**config.mk**
```make
export PLATFORM = sky130hd
export DESIGN_NAME = power_datapath
export DESIGN_NICKNAME = d
export VERILOG_FILES = /design/src/rtl/power_datapath.sv
export SDC_FILE = /design/constraint.sdc
export NUM_CORES = 1
export LEC_CHECK = 0
export CORE_ASPECT_RATIO = 1.5
export CORE_MARGIN = 5
export CORE_UTILIZATION = 50
export DETAILED_ROUTE_END_ITERATION = 16
export PLACE_DENSITY = 0.69
export SLEW_MARGIN = 20
export SYNTH_ARGS = -nofsm -noshare
export SYNTH_HDL_FRONTEND = slang
export SYNTH_SLANG_ARGS = --single-unit
```
**constraint.sdc**
```tcl
create_clock -name clk -period 10.15 [get_ports clk]
set_input_delay 2.03 -clock clk [delete_from_list [all_inputs] [get_ports clk]]
set_output_delay 2.03 -clock clk [all_outputs]
set_load 0.005 [all_outputs]
```
**src/rtl/power_datapath.sv**
```systemverilog
// Iterative power datapath: result = x_in^k, driven by init/inc/ld_reg strobes from the controller.
// Optional OVF_SAT_EN: saturate acc/result on overflow instead of wrapping.
module power_datapath #(
   parameter int WIDTH     = 8,
   parameter int ACC_WIDTH = 16,
   parameter int N         = 2,
   parameter int CNT_W     = $clog2(N + 1)
) (
   input  logic                 clk,
   input  logic                 rst_n,
   input  logic                 init,
   input  logic                 inc,
   input  logic                 ld_reg,
   input  logic [WIDTH-1:0]     x_in,
   output logic [ACC_WIDTH-1:0] result,
   output logic [CNT_W-1:0]     power,
   output logic                 ovf,
   output logic                 seq_err,
   output logic                 res_upd
);

   localparam int PW = WIDTH + ACC_WIDTH;

   typedef enum logic [1:0] {
      S_IDLE,
      S_ARMED,
      S_PEND
   } state_t;

   state_t               r_state;
   state_t               w_state_nxt;
   logic [WIDTH-1:0]     r_x;
   logic [ACC_WIDTH-1:0] r_acc;
   logic [ACC_WIDTH-1:0] r_result;
   logic [CNT_W-1:0]     r_power;
   logic                 r_ovf;
   logic                 r_err;
   logic                 r_upd;

   logic                 w_do_mul;
   logic                 w_publish;
   logic                 w_err_set;
   logic                 w_k_inc;
   logic [PW-1:0]        w_prod;
   logic                 w_prod_ovf;
   logic [ACC_WIDTH-1:0] w_mul_val;
   logic [ACC_WIDTH-1:0] w_acc_nxt;

   // Strobe decode; init outranks everything, ld_reg outranks inc.
   always_comb begin
      // NOTE: every combinational output gets a default first so no path leaves it unassigned (no latch).
      w_state_nxt = r_state;
      w_do_mul    = 1'b0;
      w_publish   = 1'b0;
      w_err_set   = 1'b0;
      w_k_inc     = 1'b0;
      if (init) begin
         w_state_nxt = S_ARMED;
      end else begin
         case (r_state)
            S_IDLE: begin
               if (inc || ld_reg) w_err_set = 1'b1;
            end
            S_ARMED: begin
               if (ld_reg) begin
                  w_publish = 1'b1;
                  if (inc) w_err_set = 1'b1;
               end else if (inc) begin
                  if (r_power < CNT_W'(N)) begin
                     w_k_inc     = 1'b1;
                     w_state_nxt = S_PEND;
                  end else begin
                     w_err_set = 1'b1;
                  end
               end
            end
            S_PEND: begin
               if (ld_reg) begin
                  w_do_mul    = 1'b1;
                  w_publish   = 1'b1;
                  w_state_nxt = S_ARMED;
                  if (inc) w_err_set = 1'b1;
               end else if (inc) begin
                  w_err_set = 1'b1;
               end
            end
            default: w_state_nxt = S_IDLE;
         endcase
      end
   end

   assign w_prod     = PW'(r_acc) * PW'(r_x);
   assign w_prod_ovf = |w_prod[PW-1:ACC_WIDTH];

`ifdef OVF_SAT_EN
   // Once saturated, the accumulator stays pinned at all-ones until the next init.
   assign w_mul_val = (w_prod_ovf || r_ovf) ? {ACC_WIDTH{1'b1}} : w_prod[ACC_WIDTH-1:0];
`else
   assign w_mul_val = w_prod[ACC_WIDTH-1:0];
`endif

   assign w_acc_nxt = w_do_mul ? w_mul_val : r_acc;

   always_ff @(posedge clk or negedge rst_n) begin
      if (!rst_n) begin
         r_state  <= S_IDLE;
         r_x      <= '0;
         r_acc    <= '0;
         r_result <= '0;
         r_power  <= '0;
         r_ovf    <= 1'b0;
         r_err    <= 1'b0;
         r_upd    <= 1'b0;
      end else begin
         // NOTE: sequential state uses non-blocking assignments so every register samples pre-edge values.
         r_state <= w_state_nxt;
         if (init) begin
            r_x      <= x_in;
            r_acc    <= {{(ACC_WIDTH-1){1'b0}}, 1'b1};
            r_result <= {{(ACC_WIDTH-1){1'b0}}, 1'b1};
            r_power  <= '0;
            r_ovf    <= 1'b0;
            r_err    <= 1'b0;
            r_upd    <= 1'b1;
         end else begin
            r_acc <= w_acc_nxt;
            r_upd <= w_publish;
            if (w_publish) r_result <= w_acc_nxt;
            if (w_k_inc) r_power <= r_power + CNT_W'(1);
            if (w_do_mul && w_prod_ovf) r_ovf <= 1'b1;
            if (w_err_set) r_err <= 1'b1;
         end
      end
   end

   assign result  = r_result;
   assign power   = r_power;
   assign ovf     = r_ovf;
   assign seq_err = r_err;
   assign res_upd = r_upd;

endmodule

```
==> run summary <==
- **crit path time final** 5.182 ns
- **Global Route met3 Usage** 0.01966
- **net total in the final layout** 825
- **Clock Tree Buf Depth** 2
- **combined area of all synthesized cells** 6162 um^2
- **max capacitance violation total** 0
- **critical path data required time** 10.36 ns
- **Setup Total Neg Slack** 0 ns
- **post-placement worst setup slack** 5.023 ns
- **Routed WL** 15.08 mm
- **post-synth net total** 807
- **Port Buf Inserts** 33
- **sort of element at the end of the critical path** register
- **final routed wire length divided by cell count** 18.10 um
- **layout overhead on the synthesized area** 9.929%
- **number of DRC markers after the initial detailed-route iteration** 205
- **Clock Tree Root** sky130_fd_sc_hd__clkbuf_16
- **number of max-slew violations in the final report** 0
- **first drt pass iteration count** 4
- **TritonCTS clock tree** built
- **die outline width** 100.6 um
- **# IOs** 34
- **number of enable-type register cells in the synthesized netlist** 0
- **FP Rows** 49
- **Max H-tree Level** 2
- **clock slew seen by the registers of the worst setup and hold paths** 0.07 ns
- **setup slack of the worst register-to-register path** 4.97 ns
- **maximum number of pins on one net before global-route repair** 48
- **routability cong.** 0.8739
- **floorplan core area** 12020 um^2
- **area of the die** 14690 um^2
- **share of cells above drive strength 1** 0.04706
- **Most used DFF post-synth** sky130_fd_sc_hd__dfrtp_1
- **ys async rst share** 1.000
- **number of vias per cell** 5.622
- **transition at the pin with the smallest max-transition slack** 0.8366 ns
- **post-route ant nets** 0
- **Setup Skew** 0.008103 ns
- **number of cells upsized or downsized after cts** 0
- **via count of the first global-routing pass** 5257
- **peak supply drop** 0.1038 mV
- **number of failing hold endpoints at the final stage** 0
- **remaining max-slew budget at the tightest pin** 0.4419
- **highest achievable clock rate** 193.0 MHz
- **Worst Setup Start Kind** register
- **total congestion overflow after global routing** 0
- **count of distinct cell types in the synthesized netlist** 58
- **antenna violations before repair** 0
- **final antenna diode count** 0
- **clock latency on the worst-skew pair** 0.29 ns
- **Worst Path Class, Setup** register to register
- **sequential area share after synthesis** 0.1909
- **crit path max fanout** 17
- **Filler cells** 1108
- **final count of negative-setup-slack endpoints** 0
- **Post-Syn Area per Cell** 9.322 um^2
- **global-route usage over all layers** 0.2155
- **die extent in y** 146.0 um
- **Tcrit/Tclk final** 0.5105
- **RSZ-0062 raised after global routing** no
- **combined area of the multi-input logic cells** 4487 um^2
- **setup bufs post-CTS** 0
- **combined flip-flop and latch cell area** 1176 um^2
- **final core utilization** 0.5637
- **data arrival time of the critical path** 5.39 ns
- **leakage power total** 3.488 nW
- **met2 capacity usage during global routing** 0.3915
- **run status** finished clean
- **Inserted Clock Buffers** 5
- **overall via count from detail_route** 4683
- **type of the tightest min-delay check** register to register
- **number of remaining DRC errors** 0
- **global-route layer with the greatest usage** met2
- **wire length of the first global-routing pass** 25.48 mm
- **initial standard-cell utilization of the core** 0.5128
- **number of buffers inserted by hold repair at cts** 0
- **met1 routing resource usage after global routing** 0.2464
- **flip-flop and latch count after synthesis** 47
- **count of yosys warnings during synthesis** 0
- **number of standard cells after synthesis** 661
- **Worst Setup Slack, final** 4.968 ns
- **total power draw** 660.8 uW
- **number of sinks on the clock net** 47
- **HPWL after detailed placement** 12.02 mm
- **ratio of total power to cell area** 97.54 nW/um^2
kinds of logic (layout without fill, tap and decap cells):
logic type               Yosys count  after routing  share of synthesized area
adder cells (fa/ha/maj)          133            133                     0.3724
AND/OR/NAND/NOR                  230            230                     0.2012
XOR/XNOR                           6              6                   0.008528
multiplexers                      16             16                    0.02762
flip-flops                        47             47                     0.1909
AO/OA/AOI/OAI                     96             96                     0.1184
buffers and inverters            133            152                    0.08102
metal layers:
layer	vias up	routed length, um
li1	2180	-
met3	49	489
met1	2331	5723
met4	0	784
met5	-	0
met2	123	8083
cells in the final DEF, fill, tap and decap left out, types with 6 or more instances in the layout:
| master | n |
|---|---|
| sky130_fd_sc_hd__inv_1 | 110 |
| sky130_fd_sc_hd__and2_1 | 99 |
| sky130_fd_sc_hd__fa_1 | 84 |
| sky130_fd_sc_hd__nand2_1 | 54 |
| sky130_fd_sc_hd__ha_1 | 49 |
| sky130_fd_sc_hd__dfrtp_1 | 47 |
| sky130_fd_sc_hd__clkdlybuf4s50_1 | 32 |
| sky130_fd_sc_hd__nor2_1 | 24 |
| sky130_fd_sc_hd__a21oi_1 | 15 |
| sky130_fd_sc_hd__a21o_1 | 12 |
| sky130_fd_sc_hd__o21ai_0 | 11 |
| sky130_fd_sc_hd__and3_1 | 10 |
| sky130_fd_sc_hd__mux2i_1 | 8 |
| sky130_fd_sc_hd__nor3_1 | 8 |
| sky130_fd_sc_hd__mux2_2 | 8 |
| sky130_fd_sc_hd__a211oi_1 | 7 |
| sky130_fd_sc_hd__nand3_1 | 7 |
| sky130_fd_sc_hd__or3_1 | 6 |
layout make-up:
cell class                      instances  share of cell area
Inverter                              110             0.06095
Timing Repair Buffer                   34             0.04950
Clock buffer                            5             0.01847
Clock inverter                          3            0.006834
Tap cell                              153             0.02826
Sequential cell                        47              0.1736
Multi-Input combinational cell        481              0.6624
sequential cells by signal (all words and copies together), names as in the netlist:
signal	cells
res_upd	1
ovf	1
r_acc	16
result	16
r_state	2
seq_err	1
power	2
r_x	8
synth_stat cells (4+ instances only):
cell type	n	area share
sky130_fd_sc_hd__inv_1	110	0.067
sky130_fd_sc_hd__and2_1	99	0.10
sky130_fd_sc_hd__fa_1	84	0.27
sky130_fd_sc_hd__nand2_1	54	0.033
sky130_fd_sc_hd__ha_1	49	0.099
sky130_fd_sc_hd__dfrtp_1	47	0.19
sky130_fd_sc_hd__nor2_1	24	0.015
sky130_fd_sc_hd__clkbuf_1	22	0.013
sky130_fd_sc_hd__a21oi_1	15	0.012
sky130_fd_sc_hd__a21o_1	12	0.015
sky130_fd_sc_hd__o21ai_0	11	0.0089
sky130_fd_sc_hd__and3_1	10	0.010
sky130_fd_sc_hd__mux2_2	8	0.015
sky130_fd_sc_hd__mux2i_1	8	0.013
sky130_fd_sc_hd__nor3_1	8	0.0065
sky130_fd_sc_hd__a211oi_1	7	0.0085
sky130_fd_sc_hd__nand3_1	7	0.0057
sky130_fd_sc_hd__or3_1	6	0.0061
sky130_fd_sc_hd__a31o_2	5	0.0071
sky130_fd_sc_hd__nand2b_1	5	0.0051
sky130_fd_sc_hd__o21a_1	5	0.0061
sky130_fd_sc_hd__nor2b_1	4	0.0041
sky130_fd_sc_hd__o211ai_1	4	0.0049
sky130_fd_sc_hd__xnor2_1	4	0.0057
stage by stage:
step	instances	cell area, um^2	hold WS, ns
floorplan	661	6162	0.4877
global placement	825	6600	0.4836
detailed placement	825	6600	0.4944
CTS	833	6771	0.5096
global route	833	6774	0.5385
finish	833	6774	0.5055
report_power, final:
part / internal [mW] / total, mW / switching, mW
Sequential: 0.206 / 0.238 / 0.0327
Combinational: 0.0999 / 0.229 / 0.129
Clock: 0.117 / 0.194 / 0.0766
Total: 0.423 / 0.661 / 0.238
critical path, cell delays in order (launching register included):
cell	delay (ns)
sky130_fd_sc_hd__dfrtp_1	0.68
sky130_fd_sc_hd__nand2_1	0.16
sky130_fd_sc_hd__fa_1	0.55
sky130_fd_sc_hd__inv_1	0.05
sky130_fd_sc_hd__fa_1	0.44
sky130_fd_sc_hd__fa_1	0.51
sky130_fd_sc_hd__inv_1	0.05
sky130_fd_sc_hd__fa_1	0.49
sky130_fd_sc_hd__inv_1	0.05
sky130_fd_sc_hd__ha_1	0.36
sky130_fd_sc_hd__a21o_1	0.25
sky130_fd_sc_hd__a22o_4	0.29
sky130_fd_sc_hd__a311o_1	0.35
sky130_fd_sc_hd__or3_1	0.37
sky130_fd_sc_hd__or3_1	0.33
sky130_fd_sc_hd__a41oi_2	0.17
path summary, 6_finish.rpt:
check / startpoint / to / cells after the start
setup reg to reg: r_x[2] / ovf / 15
hold reg to reg: seq_err / seq_err / 1
setup / recovery: r_x[2] / ovf / 15
hold / removal: seq_err / seq_err / 1
max in group asynchronous: rst_n / result[11] / 1
min in group asynchronous: rst_n / r_acc[1] / 1
Note: power is estimated with default switching activity, not from simulation.
